### config.mk
export PLATFORM = sky130hd
export DESIGN_NAME = num_roam_multi
export DESIGN_NICKNAME = d
export VERILOG_FILES = /design/src/rtl/num_roam_multi.sv
export SDC_FILE = /design/constraint.sdc
export NUM_CORES = 1
export LEC_CHECK = 0
export ABC_AREA = 0
export CAP_MARGIN = 30
export CELL_PAD_IN_SITES_DETAIL_PLACEMENT = 2
export CELL_PAD_IN_SITES_GLOBAL_PLACEMENT = 2
export CORE_MARGIN = 8
export CORE_UTILIZATION = 35
export CTS_CLUSTER_SIZE = 20
export DETAILED_ROUTE_END_ITERATION = 6
export DONT_BUFFER_PORTS = 1
export GPL_TIMING_DRIVEN = 0
export PLACE_DENSITY_LB_ADDON = 0.1
export SYNTH_ARGS = -nofsm -noshare
export SYNTH_HDL_FRONTEND = slang
export SYNTH_SLANG_ARGS = --single-unit
### constraint.sdc
create_clock -name clk -period 3.6 [get_ports clk]
set_input_delay 0.54 -clock clk [delete_from_list [all_inputs] [get_ports clk]]
set_output_delay 0.54 -clock clk [all_outputs]
set_load 0.1 [all_outputs]
### src/rtl/num_roam_multi.sv
// Roaming-digit driver for a multiplexed common-anode seven-segment bank.
// A single lit digit walks across the bank at a divided tick rate. Its hex
// value steps up or down each time the digit wraps past the end of the bank.
// Optional macro NUM_ROAM_STEP_EN adds a synchronised pushbutton input, `step`,
// whose rising edges act as extra roam ticks.
module num_roam_multi #(
  parameter int unsigned NUM_DIGITS = 8,
  parameter int unsigned DIV_COUNT  = 10000000,
  parameter int unsigned POS_W      = $clog2(NUM_DIGITS)
) (
  input  logic                  clk,
  input  logic                  rst_n,
  input  logic                  en,
  input  logic                  up_down,
  input  logic                  load,
  input  logic [3:0]            load_val,
`ifdef NUM_ROAM_STEP_EN
  input  logic                  step,
`endif
  output logic [NUM_DIGITS-1:0] digit_sel_n,
  output logic [7:0]            seg_n,
  output logic [3:0]            value,
  output logic                  wrap
);

  localparam int unsigned CNT_W = $clog2(DIV_COUNT);
  localparam logic [CNT_W-1:0] CNT_MAX = CNT_W'(DIV_COUNT - 1);
  localparam logic [POS_W-1:0] POS_LAST = POS_W'(NUM_DIGITS - 1);
  localparam logic [NUM_DIGITS-1:0] SEL_RST = {1'b0, {(NUM_DIGITS - 1){1'b1}}};
  localparam logic [7:0] SEG_RST = 8'b0000_0011;

  logic [CNT_W-1:0]      cnt_q, cnt_d;
  logic [POS_W-1:0]      pos_q, pos_d;
  logic [3:0]            value_q, value_d;
  logic                  wrap_q, wrap_d;
  logic [NUM_DIGITS-1:0] sel_q, sel_d;
  logic [7:0]            seg_q, seg_d;
  logic                  div_tick;
  logic                  tick;

  // Active-high {a,b,c,d,e,f,g,dp}; dp never lit.
  function automatic logic [7:0] hex_seg(input logic [3:0] v);
    logic [7:0] s;
    unique case (v)
      4'h0: s = 8'b1111_1100;
      4'h1: s = 8'b0110_0000;
      4'h2: s = 8'b1101_1010;
      4'h3: s = 8'b1111_0010;
      4'h4: s = 8'b0110_0110;
      4'h5: s = 8'b1011_0110;
      4'h6: s = 8'b1011_1110;
      4'h7: s = 8'b1110_0100;
      4'h8: s = 8'b1111_1110;
      4'h9: s = 8'b1111_0110;
      4'hA: s = 8'b1110_1110;
      4'hB: s = 8'b0011_1110;
      4'hC: s = 8'b1001_1100;
      4'hD: s = 8'b0111_1010;
      4'hE: s = 8'b1001_1110;
      4'hF: s = 8'b1000_1110;
    endcase
    return s;
  endfunction

  assign div_tick = (cnt_q == CNT_MAX);

`ifdef NUM_ROAM_STEP_EN
  logic step_meta_q, step_sync_q, step_prev_q;

  // Two-flop synchroniser plus one delay flop for rising-edge detection.
  always_ff @(posedge clk or negedge rst_n) begin
    if (!rst_n) begin
      step_meta_q <= 1'b0;
      step_sync_q <= 1'b0;
      step_prev_q <= 1'b0;
    end else begin
      step_meta_q <= step;
      step_sync_q <= step_meta_q;
      step_prev_q <= step_sync_q;
    end
  end

  // A step edge coinciding with a divider tick still counts as one tick.
  assign tick = div_tick | (step_sync_q & ~step_prev_q);
`else
  assign tick = div_tick;
`endif

  // Next-state: free-running divider, then load > (tick & en) > hold.
  always_comb begin
    cnt_d   = div_tick ? '0 : cnt_q + CNT_W'(1);
    pos_d   = pos_q;
    value_d = value_q;
    wrap_d  = 1'b0;
    if (load) begin
      value_d = load_val;
      pos_d   = POS_LAST;
    end else if (tick && en) begin
      if (up_down) begin
        if (pos_q == '0) begin
          pos_d   = POS_LAST;
          value_d = value_q + 4'd1;
          wrap_d  = 1'b1;
        end else begin
          pos_d = pos_q - POS_W'(1);
        end
      end else begin
        if (pos_q == POS_LAST) begin
          pos_d   = '0;
          value_d = value_q - 4'd1;
          wrap_d  = 1'b1;
        end else begin
          pos_d = pos_q + POS_W'(1);
        end
      end
    end
    sel_d        = '1;
    sel_d[pos_d] = 1'b0;
    seg_d        = ~hex_seg(value_d);
  end

  // State and registered outputs.
  always_ff @(posedge clk or negedge rst_n) begin
    if (!rst_n) begin
      cnt_q   <= '0;
      pos_q   <= POS_LAST;
      value_q <= 4'd0;
      wrap_q  <= 1'b0;
      sel_q   <= SEL_RST;
      seg_q   <= SEG_RST;
    end else begin
      cnt_q   <= cnt_d;
      pos_q   <= pos_d;
      value_q <= value_d;
      wrap_q  <= wrap_d;
      sel_q   <= sel_d;
      seg_q   <= seg_d;
    end
  end

  assign digit_sel_n = sel_q;
  assign seg_n       = seg_q;
  assign value       = value_q;
  assign wrap        = wrap_q;

endmodule

Word-level counts from Yosys, hierarchy flattened
Memories as Yosys holds them, arrays and structs flattened.
Cells that the tools add are included.
- bits in registers: 48
- bits in read-only memories: 112
- bits of input ports: 9
- output and inout port bits: 21
- logic and storage cells: 39
- memories kept: 1
- add/sub/neg operators: 5
- $lt $le $gt $ge: 2
- equal/unequal tests: 2
- multiplexer cells: 18
- bitwise logic cells: 2
- reductions and logical operators: 3
- memories (name ; words ; width ; read ports ; clocked after memory_dff ; write ports ; RTL line ; text):
    (no name shown) ; 16 ; 7 ; 1 ; 0 ; 0 ; 44 ; unique case (v)
- operators by type and width (operator ; number):
    $add A24 B1 Y24 const B ; 1
    $eq A24 B24 Y1 const B ; 1
    $mux W24 ; 1
    $mux W4 ; 5
    $not A8 Y8 ; 2
    $mux W3 ; 5
    $mux W1 ; 6
    $add A4 B1 Y4 const B ; 1
    $lt A3 B4 Y1 const B ; 1
    $sub A4 B1 Y4 const B ; 1
    $add A3 B1 Y3 const B ; 1
    $demux W1 S3 ; 1
    $eq A3 B3 Y1 const B ; 1
    $ge A3 B1 Y1 const B ; 1
    $logic_not A3 Y1 ; 1
    $sub A3 B1 Y3 const B ; 1
    $logic_and A1 B1 Y1 ; 2

Logic depth before layout (Yosys ltp)
- word-level depth: 10
- gate-level depth with buffers: 11
- gate-level depth less buffers: 11

Worst setup path before layout
OpenSTA, ideal clock, no wires.
- path kind: register -> register
- start: reg value_q[0] (netlist: value[0])
- end: reg seg_q[7] (netlist: seg_n[7])
- setup time: 0.124 ns
- arrival: 2.843 ns
- data required time: 3.476 ns
- slack: 0.633 ns
- stages on the path, launching flop included: 10
- buffers on the path: 0
- period minus slack after synthesis: 2.967 ns
- cell sequence: dfrtp_1 -> inv_1 -> ha_1 -> mux2i_1 -> o2111ai_1 -> o311ai_0 -> inv_1 -> ha_1 -> and3_1 -> a211o_1
- cells in the longest elaborated chain, start to end: 7
- elaborated cells on any way between the ends: 9
- classes of those cells: 2 x add/sub; 5 x mux; 1 x bitwise; 1 x memory
- ends and longest elaborated chain (what ; RTL line ; text):
    start, declared ; 34 ; logic [3:0] value_q, value_d;
    start signal, assigned ; 134 ; value_q <= value_d;
    $sub A4 B1 Y4 / $add A4 B1 Y4 (equally long branches) ; 110, 102 ;
    $mux W4, on equally long branches ; 108, 100 ;
    $mux W4 * ; 99 ; if (up_down) begin
    $mux W4 * ; 98 ; end else if (tick && en) begin
    $mux W4 * ; 95 ; if (load) begin
    net value_d[1] ; 34 ;
    $mem_v2 Z16 W7 * ; -- ;
    $not A8 Y8 * ; 119 ; seg_d = ~hex_seg(value_d);
    net seg_d[7] ; 37 ; logic [7:0] seg_q, seg_d;
    end signal, assigned ; 137 ; seg_q <= seg_d;
    end, declared ; 37 ;
Mark *: on every way through the listed nets, which the timed path passes. The rest lies on a longest branch.

Worst setup path in the final report
- start: reg cnt_q[21]
- end: reg seg_q[7] (netlist: seg_n[7])
- cells in the longest elaborated chain, start to end: 6
- ends and longest elaborated chain (what ; RTL line ; text):
    start, declared ; 32 ; logic [CNT_W-1:0] cnt_q, cnt_d;
    start signal, assigned ; 132 ; cnt_q <= cnt_d;
    $eq A24 B24 Y1 ; 65 ; assign div_tick = (cnt_q == CNT_MAX);
    $logic_and A1 B1 Y1 ; 98 ;
    $mux W4 ; 98 ;
    $mux W4 ; 95 ;
    net value_d[1] ; 34 ;
    $mem_v2 Z16 W7 ; -- ;
    $not A8 Y8 ; 119 ;
    net seg_d[7] ; 37 ;
The timed path passes the listed nets, and every way through them passes these cells.

==> results.py <==
metrics = {
    "clock_network": {
        "numCtsBuffers": 5,
        "cts_tree": "done",
        "clockBufferDepth": 2,
        "cts.sinks": 47,
        "clock_latency_ns": 0.30,
        "ctsRootBufferMaster": "clkbuf_8",
        "cts.htree.levels": 2,
        "cts.clk_slew.worst_paths_ns": 0.09,
    },
    "final_layout": {
        "num-fill-cells": 769,
        "stdcell_area_um2": 2800,
        "syn_to_final_growth_pct": 12.7,
        "seq_area_um2": 1190,
        "layout-drive-gt1-share_pct": 12.8,
        "multiInputGateArea_um2": 1200,
        "layout.nets": 277,
    },
    "setup_path": {
        "reg2reg_depth": 8,
        "required_ns": 3.78,
        "crit_path_cell_trace": "or4b_1, nor4_2, o2111ai_1, o311ai_0, inv_1, ha_1, and3_1, a211o_1",
        "r2r_start": "cnt_q[21]",
        "worstSetupEndpointType": "flip-flop",
        "startpoint_type": "flip-flop",
        "cp-startpoint": "cnt_q[21]",
        "max_stage_delay_ns": 0.57,
        "worstPathMaxFanout": 6,
        "cpMaxStageDelayCell": "or4b_1",
        "cp.arrival_ns": 3.34,
        "path_class": "flip-flop to flip-flop",
    },
    "timing": {
        "timing.final.crit_share_pct": 87.7,
        "clock_skew_ns": 0.0113,
        "final_hold_viol_count": 0,
        "drv_slew": 0,
        "fmax_mhz": 317,
        "setup_viol": 0,
        "worst_pin_slew_ns": 1.01,
        "period_needed_ns": 3.16,
        "tns_ns": 0,
        "slew_headroom_pct": 32.7,
        "rsz0062_at_grt": "no",
    },
    "grt": {
        "first_global_vias": 2004,
        "grt_pass1_wl_mm": 10.8,
        "grt_overflow": 0,
        "grt_max_degree": 37,
        "antenna_found_initial": 1,
        "track_usage_pct": 13.8,
    },
    "power_and_ir_drop": {
        "power_density_nw_per_um2": 407,
        "netSwitchingFraction_pct": 32.5,
        "p_clk_share_pct": 31.0,
        "intPower_uw": 769,
        "power_frac_comb_pct": 11.1,
        "p_leak_nw": 1.20,
        "switching_power_uw": 370,
        "finalPower_mw": 1.14,
        "sequentialPowerShare_pct": 57.9,
        "ir_worst_vdd_mv": 0.199,
    },
    "routing": {
        "via_count": 1812,
        "drtPass1Iterations": 2,
        "wire_per_inst_um": 18.2,
        "avgViaCountPerCell": 5.12,
        "drt_iter0_drc": 29,
        "wirelength_mm": 6.45,
        "drcViolationCount": 0,
        "drtAntennaViolNets": 0,
    },
    "synth": {
        "synth_top_area_cell": "dfrtp_1",
        "synth_area_leaders": "dfrtp_1 (36%), dfstp_2 (12%), ha_1 (6.1%)",
        "async_flop_share_pct": 100,
        "synth_seq_cells": 47,
        "synth_top_cell_area_share_pct": 36.3,
        "synthFlopType": "dfrtp_1",
        "synth_edf_count": 0,
        "syn_area_um2": 2480,
        "synthesis.nets": 266,
        "syn_inst": 245,
        "syn_area_per_cell_um2": 10.1,
        "ys_seq_area_share_pct": 48.0,
        "synth_cell_type_count": 48,
        "yosys_warnings": 0,
    },
    "die": {
        "core-area_um2": 6830,
        "start_util_pct": 36.3,
        "fp.dieH_um": 100,
        "rows": 30,
        "die_x_um": 100,
        "ioPinCount": 30,
        "dieArea_um2": 10000,
    },
    "job": {
        "cap_violations": 0,
    },
    "placement": {
        "place_area_um2": 2670,
        "gp_congestion": 0.749,
        "post-dp-hpwl_mm": 4.68,
        "io_buffers": 0,
    },
    "hold_path": {
        "hold_class": "primary input to async pin",
    },
    "run_status": {
        "status": "complete, no violations",
    },
}
==> cells by family after synthesis <==
group	count (synthesis)	share of synthesized area (%)
XOR/XNOR	24	8.47
AND/OR/NAND/NOR	105	22.1
adder cells (fa/ha/maj)	12	6.05
other	1	0.151
AO/OA/AOI/OAI	27	8.93
flip-flops	47	48.0
buffers and inverters	23	3.83
multiplexers	6	2.52
==> what timing repair did <==
action,4_1_cts,5_1_grt
hold buffers,1,0
setup endpoints to repair,0,3
buffers inserted,0,0
hold endpoints to repair,36,0
gates resized for setup,0,1
==> path summary, 6_finish.rpt <==
check	endpoint	slack (ns)
worst min-delay path	digit_sel_n[2]	0.08
min in group clk	cnt_q[0]	0.49
worst max register to register	seg_n[7]	0.44
worst max-delay path	seg_n[7]	0.44
max in group asynchronous	seg_n[4]	3.33
worst min register to register	cnt_q[0]	0.49
==> registers in the layout, summed over array words and instances (netlist names) <==
| name | flops |
|---|---|
| cnt_q | 24 |
| digit_sel_n | 8 |
| seg_n | 7 |
| value | 4 |
| pos_q | 3 |
| wrap | 1 |
==> layout make-up <==
cell class / instances / area share (%)
Antenna cell: 1 / 0.0895
Clock buffer: 8 / 3.58
Inverter: 15 / 2.01
Multi-Input combinational cell: 175 / 43.0
Sequential cell: 47 / 42.6
Timing Repair Buffer: 4 / 3.09
Buffer: 8 / 1.39
Tap cell: 96 / 4.30
==> placed cells by master (no fill, tap or decap), types with 4 or more instances in the layout <==
master	Yosys	layout
nor2_1	24	24
dfstp_2	11	11
nand4_1	6	6
dfrtp_1	36	36
o21ai_0	5	5
and3_1	4	4
nor2b_1	4	4
nand2_1	19	19
clkbuf_8	0	7
nor3_1	8	8
inv_1	13	13
mux2i_1	4	4
ha_1	12	12
clkbuf_1	5	6
nand2b_1	5	5
nand3_1	14	14
xnor2_1	13	13
xor2_1	11	11
==> per-layer routing <==
metal / wire length (µm) / global-route usage (%)
met1: 3050 / 17.1
met3: 206 / 3.60
met2: 3140 / 22.8
met5: 0 / 0
met4: 62 / 4.53
==> stage by stage <==
step / hold WS [ns] / std cells / worst slack (ns) / util, %
global route: 0.0565 / 354 / 0.167 / 40.9
finish: 0.0815 / 354 / 0.443 / 40.9
floorplan: 0.244 / 245 / 0.633 / -
CTS: 0.0669 / 353 / 0.100 / 40.8
global placement: 0.246 / 341 / 0.194 / 38.1
detailed placement: 0.246 / 344 / 0.126 / 39.0
==> worst max-delay path, delay by kind of cell (launching register included) <==
family	cells	cell delay [ns]
AOI/OAI and AO/OA	3	0.83
adders and majority gates	1	0.28
buffers and inverters	1	0.24
DFF	1	0.43
and+or+nand+nor	3	1.26
==> Yosys cell counts (2+ instances only) <==
cell type	count
dfrtp_1	36
nor2_1	24
nand2_1	19
nand3_1	14
inv_1	13
xnor2_1	13
ha_1	12
dfstp_2	11
xor2_1	11
nor3_1	8
nand4_1	6
clkbuf_1	5
nand2b_1	5
o21ai_0	5
and3_1	4
mux2i_1	4
nor2b_1	4
nor4_1	4
and2_1	3
nor3b_1	3
o2bb2ai_1	3
a211o_1	2
a21oi_1	2
a31oi_1	2
and4b_1	2
buf_4	2
inv_2	2
mux2_2	2
nand3b_1	2
o311ai_0	2
o31a_1	2
o31ai_1	2
==> power groups by stage <==
stage | registers [mW] | logic [mW] | clock network, mW
4_1_cts | 0.660 | 0.129 | 0.370
2_1_floorplan | 0.679 | 0.0677 | 0
3_3_place_gp | 0.685 | 0.0829 | 0
6_report | 0.659 | 0.126 | 0.354
5_1_grt | 0.662 | 0.139 | 0.388
3_5_place_dp | 0.670 | 0.117 | 0
Power figures use the tool's default switching activity.
